## src/rtl/uart_pkg.sv

```systemverilog
// Shared UART definitions: serializer state encoding, frame geometry and a helper for
// stepping the round-robin pointer.
package uart_pkg;

  typedef enum logic [1:0] {
    StIdle,
    StStart,
    StData,
    StStop
  } tx_state_e;

  localparam int unsigned UART_FRAME_BITS     = 10;
  localparam int unsigned UART_DIV_50M_115200 = 434;

  // Next requester index after i, wrapping at n.
  function automatic int unsigned wrap_inc(input int unsigned i, input int unsigned n);
    return (i + 1 >= n) ? 0 : i + 1;
  endfunction

endpackage

```

## src/rtl/uart_tx_arbiter_if.sv

```systemverilog
// Per-requester byte-stream handshake bundle shared by all UART TX sources.
interface uart_tx_arbiter_if #(
  parameter int unsigned NUM_REQ = 2
);
  logic [NUM_REQ-1:0]   io_req_valid;
  logic [NUM_REQ*8-1:0] io_req_bits;
  logic [NUM_REQ-1:0]   io_req_last;
  logic [NUM_REQ-1:0]   io_req_ready;

  modport master (
    output io_req_valid,
    output io_req_bits,
    output io_req_last,
    input  io_req_ready
  );

  modport slave (
    input  io_req_valid,
    input  io_req_bits,
    input  io_req_last,
    output io_req_ready
  );
endinterface

```

## src/rtl/uart_tx_serializer.sv

```systemverilog
// One-entry holding register feeding an 8N1 serializer with a fixed baud divisor.
module uart_tx_serializer
  import uart_pkg::*;
#(
  parameter int unsigned DIVISOR = UART_DIV_50M_115200
) (
  input  logic       clock,
  input  logic       reset,
  input  logic       wr_en,
  input  logic [7:0] wr_data,
  output logic       hold_empty,
  output logic       txd,
  output logic       busy
);

  localparam int unsigned CntW = (DIVISOR > 1) ? $clog2(DIVISOR) : 1;
  localparam logic [CntW-1:0] BaudLast = CntW'(DIVISOR - 1);

  tx_state_e       state_q, state_d;
  logic [CntW-1:0] baud_q, baud_d;
  logic [2:0]      idx_q, idx_d;
  logic [7:0]      shift_q, shift_d;
  logic [7:0]      hold_q, hold_d;
  logic            hold_full_q, hold_full_d;
  logic            load;

  always_comb begin
    state_d     = state_q;
    baud_d      = baud_q;
    idx_d       = idx_q;
    shift_d     = shift_q;
    hold_d      = hold_q;
    hold_full_d = hold_full_q;
    load        = 1'b0;

    if (wr_en) begin
      hold_d      = wr_data;
      hold_full_d = 1'b1;
    end

    unique case (state_q)
      StIdle: begin
        if (hold_full_q) begin
          load    = 1'b1;
          state_d = StStart;
        end
      end
      StStart: begin
        if (baud_q == '0) begin
          state_d = StData;
          baud_d  = BaudLast;
          idx_d   = '0;
        end else begin
          baud_d = baud_q - 1'b1;
        end
      end
      StData: begin
        if (baud_q == '0) begin
          baud_d = BaudLast;
          if (idx_q == 3'd7) begin
            state_d = StStop;
          end else begin
            idx_d   = idx_q + 1'b1;
            shift_d = {1'b0, shift_q[7:1]};
          end
        end else begin
          baud_d = baud_q - 1'b1;
        end
      end
      StStop: begin
        if (baud_q == '0) begin
          // A waiting byte starts immediately so consecutive frames have no idle gap.
          if (hold_full_q) begin
            load    = 1'b1;
            state_d = StStart;
          end else begin
            state_d = StIdle;
          end
        end else begin
          baud_d = baud_q - 1'b1;
        end
      end
      default: state_d = StIdle;
    endcase

    if (load) begin
      shift_d     = hold_q;
      hold_full_d = 1'b0;
      baud_d      = BaudLast;
    end
  end

  always_ff @(posedge clock or negedge reset) begin
    if (!reset) begin
      state_q     <= StIdle;
      baud_q      <= '0;
      idx_q       <= '0;
      shift_q     <= '0;
      hold_q      <= '0;
      hold_full_q <= 1'b0;
    end else begin
      state_q     <= state_d;
      baud_q      <= baud_d;
      idx_q       <= idx_d;
      shift_q     <= shift_d;
      hold_q      <= hold_d;
      hold_full_q <= hold_full_d;
    end
  end

  // Decoded from state so an asynchronous reset drives the line high at once.
  always_comb begin
    txd = 1'b1;
    if (state_q == StStart) begin
      txd = 1'b0;
    end else if (state_q == StData) begin
      txd = shift_q[0];
    end
  end

  assign hold_empty = ~hold_full_q;
  assign busy       = hold_full_q | (state_q != StIdle);

endmodule

```

## src/rtl/uart_tx_arbiter.sv

```systemverilog
// Round-robin arbiter with per-message grant lock and idle timeout in front of a shared
// UART TX serializer.
module uart_tx_arbiter
  import uart_pkg::*;
#(
  parameter int unsigned NUM_REQ      = 2,
  parameter int unsigned DIVISOR      = UART_DIV_50M_115200,
  parameter int unsigned LOCK_TIMEOUT = 4096
) (
  input  logic                       clock,
  input  logic                       reset,
  uart_tx_arbiter_if.slave           req,
  output logic                       io_txd,
  output logic                       io_busy,
  output logic [$clog2(NUM_REQ)-1:0] io_grant_id
);

  localparam int unsigned IdW = $clog2(NUM_REQ);
  localparam int unsigned TW  = (LOCK_TIMEOUT > 1) ? $clog2(LOCK_TIMEOUT + 1) : 1;
  localparam logic [TW-1:0] TimeoutLast = TW'(LOCK_TIMEOUT - 1);

  logic           lock_q, lock_d;
  logic [IdW-1:0] owner_q, owner_d;
  logic [IdW-1:0] ptr_q, ptr_d;
  logic [IdW-1:0] gid_q, gid_d;
  logic [TW-1:0]  tcnt_q, tcnt_d;

  logic [IdW-1:0]     winner, sel;
  logic               found, xfer, xfer_last;
  logic [7:0]         xfer_data;
  logic [NUM_REQ-1:0] ready;
  logic               hold_empty;
  int                 cand;

  // Search for the first valid requester starting at the pointer.
  always_comb begin
    winner = '0;
    found  = 1'b0;
    cand   = 0;
    for (int k = 0; k < int'(NUM_REQ); k++) begin
      cand = int'(32'(ptr_q)) + k;
      if (cand >= int'(NUM_REQ)) cand = cand - int'(NUM_REQ);
      if (!found && req.io_req_valid[cand]) begin
        found  = 1'b1;
        winner = IdW'(cand);
      end
    end
  end

  always_comb begin
    sel   = lock_q ? owner_q : winner;
    ready = '0;
    if ((lock_q || found) && hold_empty && reset) begin
      ready[sel] = 1'b1;
    end
  end

  assign req.io_req_ready = ready;
  assign xfer             = |(ready & req.io_req_valid);
  assign xfer_data        = req.io_req_bits[int'(sel)*8 +: 8];
  assign xfer_last        = req.io_req_last[sel];

  always_comb begin
    lock_d  = lock_q;
    owner_d = owner_q;
    ptr_d   = ptr_q;
    gid_d   = gid_q;
    tcnt_d  = tcnt_q;
    if (xfer) begin
      gid_d  = sel;
      tcnt_d = '0;
      if (xfer_last) begin
        lock_d = 1'b0;
        ptr_d  = IdW'(wrap_inc(32'(sel), NUM_REQ));
      end else begin
        lock_d  = 1'b1;
        owner_d = sel;
      end
    end else if (lock_q && (LOCK_TIMEOUT != 0) && !req.io_req_valid[owner_q]) begin
      if (tcnt_q == TimeoutLast) begin
        lock_d = 1'b0;
        ptr_d  = IdW'(wrap_inc(32'(owner_q), NUM_REQ));
        tcnt_d = '0;
      end else begin
        tcnt_d = tcnt_q + 1'b1;
      end
    end
  end

  always_ff @(posedge clock or negedge reset) begin
    if (!reset) begin
      lock_q  <= 1'b0;
      owner_q <= '0;
      ptr_q   <= '0;
      gid_q   <= '0;
      tcnt_q  <= '0;
    end else begin
      lock_q  <= lock_d;
      owner_q <= owner_d;
      ptr_q   <= ptr_d;
      gid_q   <= gid_d;
      tcnt_q  <= tcnt_d;
    end
  end

  assign io_grant_id = gid_q;

  uart_tx_serializer #(
    .DIVISOR(DIVISOR)
  ) u_serializer (
    .clock     (clock),
    .reset     (reset),
    .wr_en     (xfer),
    .wr_data   (xfer_data),
    .hold_empty(hold_empty),
    .txd       (io_txd),
    .busy      (io_busy)
  );

endmodule

```

## src/flat_wrapper.sv

```systemverilog
// flat-port wrapper written by rule: the top's interface ports become plain ports
module uart_tx_arbiter_flat import uart_pkg::*;
#(
  parameter int unsigned NUM_REQ      = 2,
  parameter int unsigned DIVISOR      = UART_DIV_50M_115200,
  parameter int unsigned LOCK_TIMEOUT = 4096
)
  (clock, reset, io_txd, io_busy, io_grant_id, req_io_req_valid, req_io_req_bits, req_io_req_last, req_io_req_ready);
  uart_tx_arbiter_if #(.NUM_REQ(NUM_REQ)) req_i ();
  input  logic clock;
  input  logic reset;
  output logic io_txd;
  output logic io_busy;
  output logic [$clog2(NUM_REQ)-1:0] io_grant_id;
  input wire logic [$bits(req_i.io_req_valid)-1:0] req_io_req_valid;
  input wire logic [$bits(req_i.io_req_bits)-1:0] req_io_req_bits;
  input wire logic [$bits(req_i.io_req_last)-1:0] req_io_req_last;
  output wire logic [$bits(req_i.io_req_ready)-1:0] req_io_req_ready;
  assign req_i.io_req_valid = req_io_req_valid;
  assign req_i.io_req_bits = req_io_req_bits;
  assign req_i.io_req_last = req_io_req_last;
  assign req_io_req_ready = req_i.io_req_ready;
  uart_tx_arbiter #(.NUM_REQ(NUM_REQ), .DIVISOR(DIVISOR), .LOCK_TIMEOUT(LOCK_TIMEOUT)) u_core (.clock(clock), .reset(reset), .req(req_i), .io_txd(io_txd), .io_busy(io_busy), .io_grant_id(io_grant_id));
endmodule
```

## config.mk

```make
export PLATFORM = sky130hd
export DESIGN_NAME = uart_tx_arbiter_flat
export DESIGN_NICKNAME = d
export VERILOG_FILES = /design/src/rtl/uart_pkg.sv /design/src/rtl/uart_tx_arbiter_if.sv /design/src/rtl/uart_tx_serializer.sv /design/src/rtl/uart_tx_arbiter.sv /design/src/flat_wrapper.sv
export SDC_FILE = /design/constraint.sdc
export NUM_CORES = 1
export LEC_CHECK = 0
export CORE_MARGIN = 8
export CORE_UTILIZATION = 57
export DETAILED_ROUTE_END_ITERATION = 16
export GPL_TIMING_DRIVEN = 1
export PLACE_DENSITY = 0.77
export SETUP_SLACK_MARGIN = 0.1
export SLEW_MARGIN = 0
export SYNTH_ARGS = -nofsm -noshare
export SYNTH_HDL_FRONTEND = slang
export SYNTH_SLANG_ARGS = --single-unit
```

## constraint.sdc

```tcl
create_clock -name clock -period 2.5 [get_ports clock]
set_input_delay 0.5 -clock clock [delete_from_list [all_inputs] [get_ports clock]]
set_output_delay 0.5 -clock clock [all_outputs]
set_load 0.02 [all_outputs]
```

==> run_results.csv <==
group,metric,value,unit
pwr,p_per_area,1050,mW/mm2
grt,antenna_found_initial,0,
critical_path,critPathCaptureType,"output port",
drt,ant_nets,0,
grt,grt.overflow.total,0,
clock_network,clockBufferDepth,2,
timing,fin_crit_sh,0.904,
critical_path,critPathLaunchType,"primary input",
logic_synthesis,synth_top_area_share,0.450,
critical_path,cp_top_family,"buffers and inverters",
clock_network,cts-buffers-inserted,5,
clock_network,tritoncts,"built",
drt,drt_iter0_markers,106,
drt,drc_errors,0,
cells_and_area,fin_cells,389,
timing,whs,377,ps
placement,dp_cells,382,
timing,setup_viol,0,
logic_synthesis,synth_top_family_by_area,"simple AND/OR/NAND/NOR gates",
drt,via_count,2234,
placement,gp_congestion,0.790,
logic_synthesis,synth-main-ff-cell,"dfrtp_1",
timing,maxSlewViolCount,0,
critical_path,path_cells,"clkdlybuf4s50_1 > buf_4 > o31ai_1 > nor2_1 > dlygate4sd2_1",
critical_path,crit_buf_inv,3,
drt,dr.pass1.iters,4,
logic_synthesis,synth_xor_area_frac,0.0230,
logic_synthesis,async_reset_ff_frac,1.00,
critical_path,worstRegToRegCells,7,
timing,tightestPinTransition,588,ps
timing,fin_crit,2260,ps
die,fp.dieW,84.4,um
cells_and_area,nFillCells,387,
timing,fin_skew,4.83,ps
logic_synthesis,ys_warn_count,0,
cells_and_area,final_nets,366,
grt,grt_max_degree,49,
critical_path,cp.required,2000,ps
logic_synthesis,synthSimpleGateAreaFrac,0.226,
critical_path,crit_start,"req_io_req_valid[0]",
logic_synthesis,yosys.area_share.adder,0.0422,
critical_path,critPathKind,"in2out",
logic_synthesis,yosysSeqAreaShare,0.450,
clock_network,cts_setup_buffers,0,
die,die_area,0.00713,mm2
logic_synthesis,yosysUniqueCellTypes,46,
critical_path,rr_startpoint,"u_core.u_serializer.baud_q[0]$_DFFE_PN0P_",
clock_network,htreeDepth,2,
pwr,p_leak,1.41,nW
hold_path,hp-class,"in2async",
flow_run,maxCapViolCount,0,
die,die_h,84.4,um
cells_and_area,diodes,0,
drt,viasPerCell,5.74,
logic_synthesis,yosys.area.top_type,"dfrtp_1",
clock_network,clk_latency,290,ps
logic_synthesis,synth.most_common_cell,"dfrtp_1",
placement,port_buffers,26,
drt,wl_per_cell,14.2,um
grt,grt_pass1_vias,2091,
logic_synthesis,syn_area_per_cell,8.99,um2
die,core,0.00463,mm2
logic_synthesis,syn_area,0.00267,mm2
critical_path,critical-path-max-stage-delay,410,ps
timing,hold_violations,0,
drt,drt_wl_total,5.52,mm
logic_synthesis,synth_compound_gate_area_share,0.180,
logic_synthesis,muxShareOfSynthArea,0.0455,
logic_synthesis,synthCells,297,
logic_synthesis,synth-edff-count,0,
grt,track_usage,0.162,
clock_network,cts_sinks,48,
grt,grt_pass1_wl,9.55,mm
die,io-pin-count,27,
die,start_util,0.577,
run_status,outcome,"complete, no violations",
logic_synthesis,synth_commonest_cells,"dfrtp_1 (48), nand2_1 (46), nor2_1 (33), o21ai_0 (28), inv_1 (13)",
clock_network,cts_root_buf,"clkbuf_8",
clock_network,cts.clk_slew.worst_paths,80,ps
cells_and_area,areaGrowthSynthToFinish,17.6,%
critical_path,cpMaxStageDelayCell,"clkdlybuf4s50_1",
logic_synthesis,ys_ff_latch,48,
critical_path,worst-r2r-setup-slack,340,ps
critical_path,path_max_fanout,6,
logic_synthesis,synth_area_leaders,"dfrtp_1 (45%), nand2_1 (6.5%), o21ai_0 (5.2%), nor2_1 (4.6%), ha_1 (4.2%)",
cells_and_area,final_layout_size_suffix_gt1_frac,0.0925,
timing,max_freq,0.442,GHz
pwr,irDropWorstVdd,0.000635,V
placement,dpl.hpwl,4.12,mm
timing,rsz0062_at_grt,"no",
critical_path,timing.rr.end,"u_core.u_serializer.shift_q[1]$_DFFE_PN0P_",
timing,setup_ws,240,ps
critical_path,cp.arrival,1760,ps
logic_synthesis,synth.net_count,328,
die,rows,25,
placement,post-place-ws,-120,ps
timing,relSlewSlack,0.608,
timing,setup-tns-final,0,ps
==> cell usage in the layout (no fill, tap or decap), types with 6 or more instances in the layout <==
cell type,netlist,layout
clkdlybuf4s50_1,0,21
o21ai_0,28,27
nor2_1,33,32
a21oi_1,9,9
inv_1,13,13
dfrtp_1,48,48
a31oi_1,11,11
buf_4,0,15
nand3_1,6,6
mux2i_1,11,11
nor3_1,9,9
xor2_1,7,7
nand2_1,46,46
ha_1,9,9
==> layer usage <==
| layer | GRT usage | wire, um | vias to the layer above |
|---|---|---|---|
| met3 | 0.0380 | 228 | 8 |
| li1 | - | - | 1129 |
| met4 | 0.0485 | 75 | 0 |
| met1 | 0.211 | 2560 | 1048 |
| met5 | 0 | 0 | - |
| met2 | 0.259 | 2660 | 49 |
==> power by group <==
part	switching (mW)	leakage [nW]	total, mW	internal (mW)
Sequential	0.266	0.594	1.34	1.07
Clock	0.230	0.0410	0.420	0.190
Combinational	0.851	0.771	1.54	0.694
==> metrics by stage <==
stage	total power, mW	cell area, um2	utilization
2_1_floorplan	2.43	2670	-
3_3_place_gp	2.85	3070	0.662
3_5_place_dp	2.91	3070	0.662
4_1_cts	3.33	3140	0.678
5_1_grt	3.59	3140	0.678
6_report	3.30	3140	0.678
==> flip-flops by register name, summed over array words and instances (netlist names) <==
signal / count
u_core.u_serializer.hold_q: 8
u_core.ptr_q: 1
u_core.u_serializer.idx_q: 3
u_core.u_serializer.hold_full_q: 1
u_core.u_serializer.shift_q: 8
u_core.owner_q: 1
u_core.io_grant_id: 1
u_core.u_serializer.state_q: 2
u_core.u_serializer.baud_q: 9
u_core.tcnt_q: 13
u_core.lock_q: 1
==> worst max path at each step <==
stage | end | cells past startpoint
2_1_floorplan | req_io_req_ready[1] | 5
3_3_place_gp | req_io_req_ready[1] | 6
3_5_place_dp | req_io_req_ready[0] | 6
4_1_cts | io_busy | 4
5_1_grt | u_core.u_serializer.shift_q[1]$_DFFE_PN0P_ | 7
6_report | req_io_req_ready[1] | 5
==> kinds of logic (layout without fill, tap and decap cells) <==
kind of cell	count (synthesis)	count (layout)
buf+inv	23	61
mux	12	12
simple gates	126	126
xor+xnor	7	7
compound gates	72	72
flops	48	48
fa+ha+maj	9	9
==> cell type report <==
class / count / area [um2] / area share
multi-input cells: 226 / 1380 / 0.440
flip-flops and latches: 48 / 1200 / 0.382
repair buffers: 41 / 363 / 0.116
clock buffers: 6 / 72.6 / 0.0231
well taps: 54 / 67.6 / 0.0215
inverters: 13 / 48.8 / 0.0155
clock inverters: 1 / 5.00 / 0.00159
==> what timing repair did <==
item,4_1_cts,5_1_grt
endpoints found under the hold margin,0,0
resized for setup,3,5
gates cloned,0,0
hold buffers,0,0
endpoints found under the setup margin,3,8
Note: power is estimated with default switching activity, not from simulation.
